<file path="config.mk">
export PLATFORM = sky130hd
export DESIGN_NAME = sha256_core_arbiter
export DESIGN_NICKNAME = d
export VERILOG_FILES = /design/src/rtl/sha256_ctrl_pkg.sv /design/src/rtl/rr_picker.sv /design/src/rtl/sha256_core_arbiter.sv
export SDC_FILE = /design/constraint.sdc
export NUM_CORES = 1
export LEC_CHECK = 0
export CELL_PAD_IN_SITES_DETAIL_PLACEMENT = 1
export CELL_PAD_IN_SITES_GLOBAL_PLACEMENT = 1
export CORE_MARGIN = 4
export CORE_UTILIZATION = 34
export CTS_CLUSTER_SIZE = 30
export DETAILED_ROUTE_END_ITERATION = 6
export PLACE_DENSITY_LB_ADDON = 0.1
export SYNTH_ARGS = -nofsm -noshare
export SYNTH_HDL_FRONTEND = slang
export SYNTH_SLANG_ARGS = --single-unit
</file>
<file path="constraint.sdc">
create_clock -name clk -period 7.3 [get_ports clk]
set_clock_uncertainty 0.1 [all_clocks]
set_input_delay 1.825 -clock clk [delete_from_list [all_inputs] [get_ports clk]]
set_output_delay 1.825 -clock clk [all_outputs]
set_load 0.05 [all_outputs]
</file>
<file path="src/rtl/sha256_ctrl_pkg.sv">
// Shared types and constants for the SHA-256 core arbitration logic.
// Latency: n/a (declarations only).
// Backpressure: n/a (declarations only).
package sha256_ctrl_pkg;

  // Arbiter FSM: wait for a request, run a job, cool down, or recover a hung core.
  typedef enum logic [1:0] {
    ST_IDLE    = 2'd0,
    ST_BUSY    = 2'd1,
    ST_RELEASE = 2'd2,
    ST_RECOVER = 2'd3
  } arb_state_t;

  // Watchdog limit used when the integrator does not override it.
  localparam int DEFAULT_TIMEOUT_CYC = 4096;

  // Number of cycles the core soft reset is held low after a watchdog abort.
  localparam int CORE_RST_CYC = 2;

endpackage

</file>
<file path="src/rtl/rr_picker.sv">
// Round-robin picker: first set request at or above ptr, wrapping modulo NUM_REQ.
// Latency: purely combinational, zero cycles.
// Backpressure: none; the caller decides when to act on the winner.
module rr_picker #(
  parameter int NUM_REQ = 4,
  parameter int PTR_W   = $clog2(NUM_REQ)
) (
  input  logic [NUM_REQ-1:0] req,
  input  logic [PTR_W-1:0]   ptr,
  output logic [NUM_REQ-1:0] winner_oh,
  output logic               vld
);

  logic [PTR_W-1:0] idx;

  // Scan from ptr upward with wrap-around; the first hit wins.
  always_comb begin
    winner_oh = '0;
    vld       = 1'b0;
    idx       = '0;
    for (int i = 0; i < NUM_REQ; i++) begin
      idx = PTR_W'((int'(ptr) + i) % NUM_REQ);
      if (!vld && req[idx]) begin
        winner_oh[idx] = 1'b1;
        vld            = 1'b1;
      end
    end
  end

endmodule

</file>
<file path="src/rtl/sha256_core_arbiter.sv">
// Shares one SHA-256 core among NUM_REQ requesters with round-robin fairness and a watchdog.
// Latency: req to core_start/grant 1 cycle; core_done to req_done 1 cycle; abort to next grant >= 3 cycles.
// Backpressure: requesters hold a level req until they see req_done or req_err; one job in flight at a time.
module sha256_core_arbiter
  import sha256_ctrl_pkg::*;
#(
  parameter int NUM_REQ     = 4,
  parameter int ADDR_W      = 16,
  parameter int TIMEOUT_CYC = DEFAULT_TIMEOUT_CYC
) (
  input  logic                      clk,
  input  logic                      reset_n,
  input  logic [NUM_REQ-1:0]        req,
  input  logic [NUM_REQ*ADDR_W-1:0] req_msg_addr,
  input  logic [NUM_REQ*ADDR_W-1:0] req_out_addr,
  output logic [NUM_REQ-1:0]        grant,
  output logic [NUM_REQ-1:0]        req_done,
  output logic [NUM_REQ-1:0]        req_err,
  output logic                      busy,
  output logic [15:0]               jobs_done,
  output logic                      core_start,
  output logic [ADDR_W-1:0]         core_msg_addr,
  output logic [ADDR_W-1:0]         core_out_addr,
  input  logic                      core_done,
  output logic                      core_rst_n
);

  localparam int PTR_W = $clog2(NUM_REQ);
  localparam int TMR_W = $clog2(TIMEOUT_CYC);

  arb_state_t          state_q, state_d;
  logic [NUM_REQ-1:0]  grant_q, grant_d;
  logic [NUM_REQ-1:0]  done_q, done_d;
  logic [NUM_REQ-1:0]  err_q, err_d;
  logic                start_q, start_d;
  logic [ADDR_W-1:0]   msg_q, msg_d;
  logic [ADDR_W-1:0]   out_q, out_d;
  logic [15:0]         jobs_q, jobs_d;
  logic [TMR_W-1:0]    timer_q, timer_d;
  logic [PTR_W-1:0]    ptr_q, ptr_d;
  logic [PTR_W-1:0]    win_q, win_d;
  logic                rst_n_q, rst_n_d;
  logic                busy_q, busy_d;

  logic [NUM_REQ-1:0]  pick_oh;
  logic                pick_vld;
  logic [PTR_W-1:0]    pick_idx;
  logic [ADDR_W-1:0]   pick_msg;
  logic [ADDR_W-1:0]   pick_out;
  logic [PTR_W-1:0]    next_ptr;

  rr_picker #(
    .NUM_REQ (NUM_REQ),
    .PTR_W   (PTR_W)
  ) u_picker (
    .req       (req),
    .ptr       (ptr_q),
    .winner_oh (pick_oh),
    .vld       (pick_vld)
  );

  // Turn the one-hot winner into an index and select its address slices.
  always_comb begin
    pick_idx = '0;
    pick_msg = '0;
    pick_out = '0;
    for (int i = 0; i < NUM_REQ; i++) begin
      if (pick_oh[i]) begin
        pick_idx = PTR_W'(i);
        pick_msg = req_msg_addr[i*ADDR_W +: ADDR_W];
        pick_out = req_out_addr[i*ADDR_W +: ADDR_W];
      end
    end
  end

  // Priority moves to the requester just after the one that was served.
  assign next_ptr = (win_q == PTR_W'(NUM_REQ - 1)) ? '0 : win_q + PTR_W'(1);

  // Next-state logic; the timer doubles as the recovery hold counter.
  always_comb begin
    state_d = state_q;
    grant_d = grant_q;
    done_d  = '0;
    err_d   = '0;
    start_d = 1'b0;
    msg_d   = msg_q;
    out_d   = out_q;
    jobs_d  = jobs_q;
    timer_d = timer_q;
    ptr_d   = ptr_q;
    win_d   = win_q;
    rst_n_d = rst_n_q;
    unique case (state_q)
      ST_IDLE: begin
        if (pick_vld) begin
          grant_d = pick_oh;
          win_d   = pick_idx;
          msg_d   = pick_msg;
          out_d   = pick_out;
          start_d = 1'b1;
          timer_d = '0;
          state_d = ST_BUSY;
        end
      end
      ST_BUSY: begin
        // A done arriving on the timeout cycle still counts as success.
        if (core_done) begin
          done_d  = grant_q;
          jobs_d  = jobs_q + 16'd1;
          state_d = ST_RELEASE;
        end else if (timer_q == TMR_W'(TIMEOUT_CYC - 1)) begin
          err_d   = grant_q;
          rst_n_d = 1'b0;
          timer_d = '0;
          state_d = ST_RECOVER;
        end else begin
          timer_d = timer_q + TMR_W'(1);
        end
      end
      ST_RELEASE: begin
        grant_d = '0;
        ptr_d   = next_ptr;
        state_d = ST_IDLE;
      end
      ST_RECOVER: begin
        if (timer_q == TMR_W'(CORE_RST_CYC - 1)) begin
          rst_n_d = 1'b1;
          grant_d = '0;
          ptr_d   = next_ptr;
          timer_d = '0;
          state_d = ST_IDLE;
        end else begin
          timer_d = timer_q + TMR_W'(1);
        end
      end
      default: state_d = ST_IDLE;
    endcase
    busy_d = (state_d != ST_IDLE);
  end

  // State and output registers; reset abandons any in-flight job silently.
  always_ff @(posedge clk or negedge reset_n) begin
    if (!reset_n) begin
      state_q <= ST_IDLE;
      grant_q <= '0;
      done_q  <= '0;
      err_q   <= '0;
      start_q <= 1'b0;
      msg_q   <= '0;
      out_q   <= '0;
      jobs_q  <= '0;
      timer_q <= '0;
      ptr_q   <= '0;
      win_q   <= '0;
      rst_n_q <= 1'b1;
      busy_q  <= 1'b0;
    end else begin
      state_q <= state_d;
      grant_q <= grant_d;
      done_q  <= done_d;
      err_q   <= err_d;
      start_q <= start_d;
      msg_q   <= msg_d;
      out_q   <= out_d;
      jobs_q  <= jobs_d;
      timer_q <= timer_d;
      ptr_q   <= ptr_d;
      win_q   <= win_d;
      rst_n_q <= rst_n_d;
      busy_q  <= busy_d;
    end
  end

  assign grant         = grant_q;
  assign req_done      = done_q;
  assign req_err       = err_q;
  assign busy          = busy_q;
  assign jobs_done     = jobs_q;
  assign core_start    = start_q;
  assign core_msg_addr = msg_q;
  assign core_out_addr = out_q;
  assign core_rst_n    = rst_n_q;

endmodule

</file>
Word level (Yosys, flattened, before mapping)
Index checks and enable logic that the tools add are counted.
{"block": "totals", "register_bits": 81, "latchBits": 0, "ram_bits": 0, "mem_bits_ro": 0, "inputBits": 135, "output_inout_bits": 63, "wordCells": 124, "n_memories": 0}
{"block": "classes", "add_sub_neg": 6, "mul": 0, "n_div": 0, "n_lt_le_gt_ge": 8, "n_eq_ne": 10, "shifts": 0, "n_mux": 62, "n_bitwise": 3, "reduce_logical": 22}
{"cell": "16-bit 2-to-1 mux", "count": 8}
{"cell": "12-bit 2-to-1 mux", "count": 4}
{"cell": "4-bit 2-to-1 mux", "count": 11}
{"cell": "12-bit case mux with 3 select lines", "count": 1}
{"cell": "1-bit 2-to-1 mux", "count": 18}
{"cell": "16-bit by 1-bit adder with 16-bit output (second input constant)", "count": 1}
{"cell": "2-bit 2-to-1 mux", "count": 8}
{"cell": "12-bit by 1-bit adder with 12-bit output (second input constant)", "count": 1}
{"cell": "12-bit by 1-bit == test with 1-bit output (second input constant)", "count": 1}
{"cell": "12-bit == test (second input constant)", "count": 1}
{"cell": "2-bit by 3-bit less-than comparator with 1-bit output (second input constant)", "count": 4}
{"cell": "4-bit OR", "count": 3}
{"cell": "4-bit case mux with 3 select lines", "count": 1}
{"cell": "1-bit binary-select mux with 2-bit select", "count": 4}
{"cell": "1-bit demux with 2-bit select", "count": 4}
{"cell": "2-bit by 1-bit >= comparator with 1-bit output (second input constant)", "count": 4}
{"cell": "2-bit != test (second input constant)", "count": 4}
{"cell": "2-bit case mux with 4 select lines", "count": 1}
{"cell": "1-bit logical AND", "count": 7}
{"cell": "2-bit == test (second input constant)", "count": 3}
{"cell": "2-bit AND reduction", "count": 3}
{"cell": "3-bit AND reduction", "count": 2}
{"cell": "2-bit nonzero test", "count": 3}
{"cell": "3-bit nonzero test", "count": 2}
{"cell": "8 further kinds", "count": 12}

Logic depth before layout (Yosys ltp)
Gate-level depths: netlist of the first run.
{"block": "logic_depth", "ltp_word": 16, "ltp_mapped": 12}

Cells and area by module
A second synthesis of the first run with hierarchy kept.
{"block": "unflattened", "hier_cells": 490, "hier_area_um2": 4630.7}
{"mod": "sha256_core_arbiter", "instances": 1, "cells_each": 428, "area_each_um2": 4136.5}
{"mod": "rr_picker", "instances": 1, "cells_each": 62, "area_each_um2": 494.2}

Worst setup path before layout of the first run
OpenSTA, ideal clock, no wires.
{"block": "synth_timing", "path_type": "input -> register", "from": "input req[2]", "to": "register msg_q[10], in the netlist core_msg_addr[10]", "setup_time_ns": 0.133, "t_arrival_ns": 3.555, "required_time_ns": 7.067, "slack_ns": 3.512, "path_stages": 8, "cell_sequence": "buf_2 > mux4_2 > nand2_1 > o21ai_2 > clkbuf_1 > or4_1 > o221ai_1 > a32oi_1"}
{"block": "synth_via", "elab_chain_len": 16, "elab_cells_between_ends": 30, "classes_between": "20 x mux; 3 x bitwise; 7 x reduce/logical"}
{"item": "from (decl)", "line": "sha256_core_arbiter.sv:13", "text": "input logic [NUM_REQ-1:0] req,"}
{"item": "1-bit binary-select mux with 2-bit select", "line": "rr_picker.sv:23", "text": "if (!vld && req[idx]) begin"}
{"item": "1-bit 2-to-1 mux (implied by the code)", "line": "rr_picker.sv:23"}
{"item": "1-bit 2-to-1 mux", "line": "rr_picker.sv:23"}
{"item": "1-bit zero test", "line": "rr_picker.sv:23"}
{"item": "1-bit logical AND", "line": "rr_picker.sv:23"}
{"item": "1-bit 2-to-1 mux", "line": "rr_picker.sv:23"}
{"item": "1-bit zero test", "line": "rr_picker.sv:23"}
{"item": "1-bit logical AND", "line": "rr_picker.sv:23"}
{"item": "1-bit 2-to-1 mux", "line": "rr_picker.sv:23"}
{"item": "1-bit zero test", "line": "rr_picker.sv:23"}
{"item": "1-bit logical AND", "line": "rr_picker.sv:23"}
{"item": "4-bit 2-to-1 mux", "line": "rr_picker.sv:23"}
{"item": "16-bit 2-to-1 mux (4 in series)", "line": "sha256_core_arbiter.sv:68", "text": "if (pick_oh[i]) begin"}
{"item": "to (signal assigned)", "line": "sha256_core_arbiter.sv:163", "text": "msg_q <= msg_d;"}
{"item": "to (decl)", "line": "sha256_core_arbiter.sv:36", "text": "logic [ADDR_W-1:0] msg_q, msg_d;"}
Parallel ways exist; a longest one is shown, timed or not. The select of a mux whose other input is x is not followed.
A chain may end at the register's enable or synchronous reset.

Final worst setup path of the first run
{"block": "layout_timing", "from": "input req[1]", "to": "register out_q[15], in the netlist core_out_addr[15]"}
{"block": "layout_via", "elab_chain_len": 16, "elab_cells_between_ends": 30, "classes_between": "20 x mux; 3 x bitwise; 7 x reduce/logical"}
{"item": "1-bit binary-select mux with 2-bit select", "line": "rr_picker.sv:23"}
{"item": "1-bit 2-to-1 mux (implied by the code)", "line": "rr_picker.sv:23"}
{"item": "1-bit 2-to-1 mux", "line": "rr_picker.sv:23"}
{"item": "1-bit zero test", "line": "rr_picker.sv:23"}
{"item": "1-bit logical AND", "line": "rr_picker.sv:23"}
{"item": "1-bit 2-to-1 mux", "line": "rr_picker.sv:23"}
{"item": "1-bit zero test", "line": "rr_picker.sv:23"}
{"item": "1-bit logical AND", "line": "rr_picker.sv:23"}
{"item": "1-bit 2-to-1 mux", "line": "rr_picker.sv:23"}
{"item": "1-bit zero test", "line": "rr_picker.sv:23"}
{"item": "1-bit logical AND", "line": "rr_picker.sv:23"}
{"item": "4-bit 2-to-1 mux", "line": "rr_picker.sv:23"}
{"item": "16-bit 2-to-1 mux (4 in series)", "line": "sha256_core_arbiter.sv:68"}
{"item": "to (signal assigned)", "line": "sha256_core_arbiter.sv:164", "text": "out_q <= out_d;"}
{"item": "to (decl)", "line": "sha256_core_arbiter.sv:37", "text": "logic [ADDR_W-1:0] out_q, out_d;"}
Parallel ways exist; a longest one is shown, timed or not. The select of a mux whose other input is x is not followed.

==> results of run 1 <==
-- per-stage QoR --
step / power [mW] / setup slack [ps]
after floorplan: 1.96 / 3510
after global placement: 2.55 / 1690
after detailed placement: 2.61 / 1510
after CTS: 3.10 / 1880
after global routing: 3.27 / 1580
final: 3.07 / 1860
-- worst max-delay path: stages --
cell                              delay, ps
sky130_fd_sc_hd__clkdlybuf4s50_1        630
sky130_fd_sc_hd__nor4_1                 150
sky130_fd_sc_hd__or3_1                  330
sky130_fd_sc_hd__buf_4                  270
sky130_fd_sc_hd__inv_1                  500
sky130_fd_sc_hd__buf_4                  380
sky130_fd_sc_hd__and3_1                1130
sky130_fd_sc_hd__a32oi_1                240
-- final cells by class --
class,instances,area share
tap,176,0.0307
clock buffer,11,0.0338
antenna,1,0.000349
multi-input combinational,380,0.354
timing repair buffer,207,0.285
inverter,8,0.00419
sequential,81,0.283
clock inverter,5,0.00890
-- cell families (layout without fill, tap and decap cells) --
family	count (synthesis)	in the layout	share of synthesized area
buffers and inverters	48	231	0.0439
other	0	1	0
muxes	7	7	0.0205
adders and majority gates	11	11	0.0289
xor gates and xnor gates	20	20	0.0368
and+or+nand+nor	234	234	0.249
DFF	81	81	0.426
AOI/OAI and AO/OA	108	108	0.195
-- layer usage --
layer  vias to the layer above  share of wire  global-route usage
li1                       2289              -                   -
met1                      2478           0.41               0.279
met2                       195           0.48               0.381
met3                        39          0.076              0.0622
met4                         0          0.038              0.0991
met5                         -              0                   0
-- synthesized netlist by cell type (3+ instances only) --
cell type	n	area, um2
sky130_fd_sc_hd__a21oi_1	5	25.0
sky130_fd_sc_hd__a32oi_1	32	280
sky130_fd_sc_hd__and2_1	10	62.6
sky130_fd_sc_hd__and3_1	7	43.8
sky130_fd_sc_hd__buf_2	15	75.1
sky130_fd_sc_hd__clkbuf_1	21	78.8
sky130_fd_sc_hd__dfrtp_1	80	2000
sky130_fd_sc_hd__ha_1	11	138
sky130_fd_sc_hd__inv_1	8	30.0
sky130_fd_sc_hd__mux2i_1	3	30.0
sky130_fd_sc_hd__nand2_1	95	357
sky130_fd_sc_hd__nand2b_1	4	25.0
sky130_fd_sc_hd__nand3_1	44	220
sky130_fd_sc_hd__nand4_1	4	25.0
sky130_fd_sc_hd__nor2_1	16	60.1
sky130_fd_sc_hd__nor2b_1	3	18.8
sky130_fd_sc_hd__nor3_1	5	25.0
sky130_fd_sc_hd__nor4_1	3	18.8
sky130_fd_sc_hd__o21ai_0	11	55.1
sky130_fd_sc_hd__o221ai_1	32	280
sky130_fd_sc_hd__o31ai_1	3	22.5
sky130_fd_sc_hd__or4_1	32	240
sky130_fd_sc_hd__xnor2_1	16	140
sky130_fd_sc_hd__xor2_1	4	35.0
-- flip-flops by register name, indices dropped and copies added (netlist names) --
name and flops:
jobs_done 16, state_q 2, req_err 4, ptr_q 2
timer_q 12, core_rst_n 1, core_out_addr 16, core_msg_addr 16
req_done 4, busy 1, core_start 1, grant 4
win_q 2
-- power groups by stage --
| stage | sequential (mW) | combinational [mW] | clock [mW] |
|---|---|---|---|
| floorplan | 1.11 | 0.854 | 0 |
| global placement | 0.731 | 1.82 | 0 |
| detailed placement | 0.741 | 1.87 | 0 |
| CTS | 0.735 | 1.88 | 0.478 |
| global route | 0.755 | 2.02 | 0.497 |
| finish | 0.734 | 1.87 | 0.468 |
-- final timing paths --
| path | from | to | slack [ps] | depth (start not counted) |
|---|---|---|---|---|
| worst max register to register | ptr_q[0] | core_out_addr[15] | 3050 | 9 |
| worst min-delay path | jobs_done[15] | jobs_done[15] | 380 | 1 |
| min in group asynchronous | reset_n | timer_q[1] | 1550 | 1 |
| max in group asynchronous | reset_n | jobs_done[5] | 4840 | 1 |
| worst min register to register | jobs_done[15] | jobs_done[15] | 380 | 1 |
| worst max-delay path | req[1] | core_out_addr[15] | 1860 | 8 |
==> impl_metrics.sql, run 1 <==
INSERT INTO impl_metrics (metric_group, metric, value, unit) VALUES
('floorplanning', 'core_area', '0.0135', 'mm2'),
('pwr', 'total_switching_power', '1.56', 'mW'),
('pwr', 'irDropWorstVdd', '0.000204', 'V'),
('cts', 'h-tree-depth', '3', ''),
('logic_synthesis', 'ys_seq_area_frac', '0.426', ''),
('pwr', 'power_leakage', '2.86', 'nW'),
('placed_design', 'place_congestion', '0.828', ''),
('detailed_routing', 'vias_per_cell', '5.75', ''),
('setup_path', 'crit_arrival', '5480', 'ps'),
('logic_synthesis', 'synth_async_sr_flop_share', '1.00', ''),
('logic_synthesis', 'synth_flop_cell', 'sky130_fd_sc_hd__dfrtp_1', ''),
('detailed_routing', 'drtPass1Iterations', '4', ''),
('hold_path', 'hold_path_class', 'flip-flop to flip-flop', ''),
('placed_design', 'placed_area', '0.00686', 'mm2'),
('logic_synthesis', 'synthesis.area_per_instance', '9.36', 'um2'),
('sta', 'count_of_endpoints_failing_hold_in_the_final_timing_report', '0', ''),
('setup_path', 'crit_path_max_fo', '38', ''),
('placed_design', 'detailed_place_hpwl', '13300', 'um'),
('setup_path', 'critical_path_required', '7340', 'ps'),
('sta', 'max-slew-margin-rel', '0.0903', ''),
('floorplanning', 'floorplan.die_area', '0.0160', 'mm2'),
('global_routing', 'leftover_overflow_at_the_end_of_global_routing', '0', ''),
('sta', 'fin_crit', '5440', 'ps'),
('sta', 'totalNegativeSetupSlack', '0', 'ps'),
('run_status', 'run_status', 'complete, no violations', ''),
('run', 'max_cap_viol_count', '0', ''),
('final_layout', 'layout.cells.most_common_list', 'sky130_fd_sc_hd__clkdlybuf4s50_1 (196), sky130_fd_sc_hd__nand2_1 (95), sky130_fd_sc_hd__dfrtp_1 (80), sky130_fd_sc_hd__nand3_1 (44)', ''),
('cts', 'clock_buffer_count_from_cts', '9', ''),
('final_layout', 'post_route_cells_drive_above_1_share', '0.0607', ''),
('floorplanning', 'dieWidth', '126', 'um'),
('setup_path', 'endpoint_kind', 'flip-flop', ''),
('global_routing', 'first_global_vias', '5536', ''),
('final_layout', 'fillers', '1522', ''),
('pwr', 'p_int', '1.51', 'mW'),
('setup_path', 'timing.critical_path.from_type', 'primary input', ''),
('cts', 'clock-root-buffer', 'sky130_fd_sc_hd__clkbuf_16', ''),
('cts', 'ctsLongestPathBuffers', '2', ''),
('logic_synthesis', 'synth-warning-count', '0', ''),
('final_layout', 'multiInputGateArea', '0.00254', 'mm2'),
('final_layout', 'sequential_cell_area', '0.00203', 'mm2'),
('floorplanning', 'ioPinCount', '198', ''),
('sta', 'grt_setup_unrepaired', 'no', ''),
('sta', 'finalCritPeriodShare', '0.746', ''),
('detailed_routing', 'route.vias.total', '5001', ''),
('sta', 'tightestPinTransition', '1360', 'ps'),
('cts', 'cts_resized', '0', ''),
('final_layout', 'final_cell_count_no_fill', '869', ''),
('pwr', 'share_of_total_power_in_sequential_cells', '0.239', ''),
('global_routing', 'grt_first_pass_wirelength', '29400', 'um'),
('cts', 'tritoncts_clock_tree', 'yes', ''),
('pwr', 'combPwrFrac', '0.609', ''),
('sta', 'tightest_hold_margin', '377', 'ps'),
('pwr', 'power.share.clock', '0.152', ''),
('floorplanning', 'std_cell_rows', '42', ''),
('logic_synthesis', 'synth_cells', '509', ''),
('floorplanning', 'start_util', '0.353', ''),
('final_layout', 'nNetsFinal', '833', ''),
('cts', 'clock_sink_count', '81', ''),
('detailed_routing', 'routed_wirelength', '18400', 'um'),
('sta', 'report.final.setup_viol', '0', ''),
('pwr', 'switching_portion_of_total_power', '0.509', ''),
('cts', 'cts_hold_buf', '0', ''),
('logic_synthesis', 'synth_seq_cells', '81', ''),
('sta', 'slew_violations', '0', ''),
('logic_synthesis', 'synth_fp_nets', '655', ''),
('final_layout', 'areaGrowthSynthToFinish', '50.6', '%'),
('global_routing', 'global_route.usage.total', '0.229', ''),
('global_routing', 'grt_antenna_before_repair', '1', ''),
('sta', 'maxClockFrequency', '184', 'MHz'),
('final_layout', 'layout_commonest_cell', 'sky130_fd_sc_hd__clkdlybuf4s50_1', ''),
('placed_design', 'placedCellCount', '852', '');
(Power assumes the default switching activity.)
==> inputs of run 2 (changes only) <==
--- a/config.mk
+++ b/config.mk
@@ -8,7 +8,7 @@
 export CELL_PAD_IN_SITES_DETAIL_PLACEMENT = 1
 export CELL_PAD_IN_SITES_GLOBAL_PLACEMENT = 1
 export CORE_MARGIN = 4
-export CORE_UTILIZATION = 34
+export CORE_UTILIZATION = 29
 export CTS_CLUSTER_SIZE = 30
 export DETAILED_ROUTE_END_ITERATION = 6
 export PLACE_DENSITY_LB_ADDON = 0.1
==> constraint.sdc (replaced) <==
create_clock -name clk -period 4.37 [get_ports clk]
set_clock_uncertainty 0.1 [all_clocks]
set_input_delay 1.0925 -clock clk [delete_from_list [all_inputs] [get_ports clk]]
set_output_delay 1.0925 -clock clk [all_outputs]
set_load 0.05 [all_outputs]
==> run 2 against run 1 <==
Worst hold slack improved by 3.0 ps; largest cell class unchanged; clock-buffer cell count unchanged; die area up 16%; sequential cell count did not move; highest routed layer unchanged; non-clock buffer count rose by 7; clock power up 82%; sequential share of layout area down 0.56 points.
==> impl_metrics.sql, run 2 (synthesis gave the netlist of run 1 again) <==
INSERT INTO impl_metrics (metric_group, metric, value, unit) VALUES
('sta', 'slew_violations', '0', ''),
('placed_design', 'placedCellCount', '899', ''),
('hold_path', 'holdPathStages', '2', ''),
('run_status', 'run_status', 'complete, no violations', ''),
('sta', 'report.final.setup_viol', '0', ''),
('sta', 'timing.final.ws_setup', '751', 'ps'),
('sta', 'totalNegativeSetupSlack', '0', 'ps'),
('global_routing', 'grt_first_pass_wirelength', '30800', 'um'),
('setup_path', 'crit_path_max_fo', '33', ''),
('cts', 'clkTransAtPathRegs', '60', 'ps'),
('cts', 'cts_hold_buf', '0', ''),
('pwr', 'p_total', '5.30', 'mW'),
('setup_path', 'r2r_slack', '990', 'ps'),
('sta', 'fin_crit', '3620', 'ps'),
('global_routing', 'global_route.usage.total', '0.212', ''),
('detailed_routing', 'detailedRoute.firstIterationViolations', '192', ''),
('final_layout', 'antenna_cells', '0', ''),
('pwr', 'power_leakage', '2.92', 'nW'),
('final_layout', 'post_route_cells_drive_above_1_share', '0.0715', ''),
('sta', 'max-slew-margin-rel', '0.355', ''),
('final_layout', 'areaGrowthSynthToFinish', '53.6', '%'),
('pwr', 'irDropWorstVdd', '0.000300', 'V'),
('detailed_routing', 'vias_per_cell', '5.44', ''),
('sta', 'maxClockFrequency', '276', 'MHz'),
('cts', 'cts_setup_buffers', '0', ''),
('final_layout', 'fillers', '1836', ''),
('cts', 'clock-root-buffer', 'sky130_fd_sc_hd__clkbuf_16', ''),
('placed_design', 'pre_cts_slack', '412', 'ps'),
('global_routing', 'first_global_vias', '5608', ''),
('detailed_routing', 'route.vias.total', '4976', ''),
('setup_path', 'crit_arrival', '3760', 'ps'),
('hold_path', 'timing.hold.worst.start', 'core_rst_n', ''),
('detailed_routing', 'wire_per_inst', '21.0', 'um'),
('sta', 'finalCritPeriodShare', '0.828', ''),
('floorplanning', 'floorplan.die_area', '0.0185', 'mm2'),
('global_routing', 'leftover_overflow_at_the_end_of_global_routing', '0', ''),
('setup_path', 'rr_worst_depth', '9', ''),
('detailed_routing', 'postRouteAntennaNets', '0', ''),
('placed_design', 'detailed_place_hpwl', '13700', 'um'),
('detailed_routing', 'drtPass1Iterations', '4', ''),
('cts', 'h-tree-depth', '3', ''),
('sta', 'grt_setup_unrepaired', 'no', ''),
('setup_path', 'worstReg2RegStart', 'ptr_q[1]', ''),
('final_layout', 'final_cell_count_no_fill', '915', ''),
('cts', 'tritoncts_clock_tree', 'yes', ''),
('floorplanning', 'start_util', '0.298', ''),
('cts', 'clock_buffer_count_from_cts', '9', ''),
('cts', 'clock_sink_count', '81', ''),
('hold_path', 'hold_path_class', 'flip-flop to flip-flop', ''),
('detailed_routing', 'remaining_drc_errors', '0', ''),
('detailed_routing', 'routed_wirelength', '19200', 'um'),
('setup_path', 'kind_of_critical_path', 'primary input to flip-flop', ''),
('sta', 'count_of_endpoints_failing_hold_in_the_final_timing_report', '0', ''),
('floorplanning', 'core_area', '0.0160', 'mm2'),
('placed_design', 'place_congestion', '0.929', ''),
('setup_path', 'timing.critical_path.from_type', 'primary input', ''),
('floorplanning', 'height_of_the_die', '136', 'um'),
('floorplanning', 'std_cell_rows', '46', ''),
('floorplanning', 'dieWidth', '136', 'um'),
('final_layout', 'nNetsFinal', '840', ''),
('setup_path', 'endpoint_kind', 'flip-flop', ''),
('run', 'max_cap_viol_count', '0', ''),
('pwr', 'power_density', '724', 'mW/mm2'),
('global_routing', 'grt_antenna_before_repair', '0', ''),
('placed_design', 'number_of_input_and_output_port_buffers_inserted', '197', ''),
('final_layout', 'layout.cells.most_common_list', 'sky130_fd_sc_hd__clkdlybuf4s50_1 (196), sky130_fd_sc_hd__nand2_1 (95), sky130_fd_sc_hd__dfrtp_1 (80), sky130_fd_sc_hd__nand3_1 (44)', ''),
('cts', 'cts_resized', '0', ''),
('cts', 'insertion_delay', '330', 'ps'),
('floorplanning', 'ioPinCount', '198', ''),
('sta', 'tightestPinTransition', '954', 'ps'),
('final_layout', 'layout_commonest_cell', 'sky130_fd_sc_hd__clkdlybuf4s50_1', ''),
('global_routing', 'maximum_number_of_pins_on_one_net_before_global_route_repair', '56', ''),
('setup_path', 'timing.rr.end', 'core_msg_addr[15]', ''),
('cts', 'ctsLongestPathBuffers', '2', ''),
('setup_path', 'critical_path_required', '4510', 'ps'),
('hold_path', 'hold_path_end', 'core_rst_n', '');
==> run 2: changes by cell type in the layout (fill, tap and decap cells not counted) <==
cell                        before  now
sky130_fd_sc_hd__clkbuf_1        1    0
sky130_fd_sc_hd__buf_4          11   17
sky130_fd_sc_hd__clkbuf_8        1    2
sky130_fd_sc_hd__bufinv_16       1    2
sky130_fd_sc_hd__diode_2         1    0
sky130_fd_sc_hd__clkinv_4        2    1
sky130_fd_sc_hd__buf_12          0    1
==> run 2: worst max-delay path by stage <==
stage	from	endpoint	slack, ps	cells after the start
after floorplan	req[2]	core_msg_addr[10]	1310	8
after global placement	req[2]	core_msg_addr[2]	500	8
after detailed placement	req[2]	core_msg_addr[9]	410	7
after CTS	req[2]	core_msg_addr[15]	760	7
after global routing	req[2]	core_msg_addr[15]	560	7
final	req[2]	core_msg_addr[15]	750	7
==> run 2: layout make-up <==
type	instances	area, um2	area share
Multi-Input combinational cell	380	2540	0.347
Timing Repair Buffer	214	2110	0.288
Sequential cell	81	2030	0.277
Tap cell	216	270	0.0369
Clock buffer	11	253	0.0345
Clock inverter	5	85.1	0.0116
Inverter	8	30.0	0.00410
==> run 2: routing by layer <==
| layer | track usage | part of all wire |
|---|---|---|
| met2 | 0.351 | 0.49 |
| met3 | 0.0714 | 0.084 |
| met5 | 0 | 0 |
| met1 | 0.257 | 0.40 |
| met4 | 0.0756 | 0.024 |
==> run 2: metrics by stage <==
stage	utilization	hold WS, ps	cell area, um2
2_1_floorplan	-	362	4760
3_3_place_gp	0.436	366	6980
3_5_place_dp	0.436	371	6980
4_1_cts	0.457	384	7320
5_1_grt	0.457	412	7320
6_report	0.457	380	7320
==> run 2: critical path: stages <==
cell,delay (ps)
sky130_fd_sc_hd__clkdlybuf4s50_1,560
sky130_fd_sc_hd__mux4_2,620
sky130_fd_sc_hd__o21ai_2,630
sky130_fd_sc_hd__nor3_4,90
sky130_fd_sc_hd__and3_1,210
sky130_fd_sc_hd__buf_4,260
sky130_fd_sc_hd__a32oi_1,270
==> run 2: report_power, final <==
| group | switching, mW | total, mW | leakage [nW] | internal (mW) |
|---|---|---|---|---|
| registers | 0.203 | 1.20 | 1.04 | 1.00 |
| logic | 2.13 | 3.24 | 1.72 | 1.11 |
| clock network | 0.317 | 0.852 | 0.162 | 0.535 |
| total | 2.65 | 5.30 | 2.92 | 2.64 |
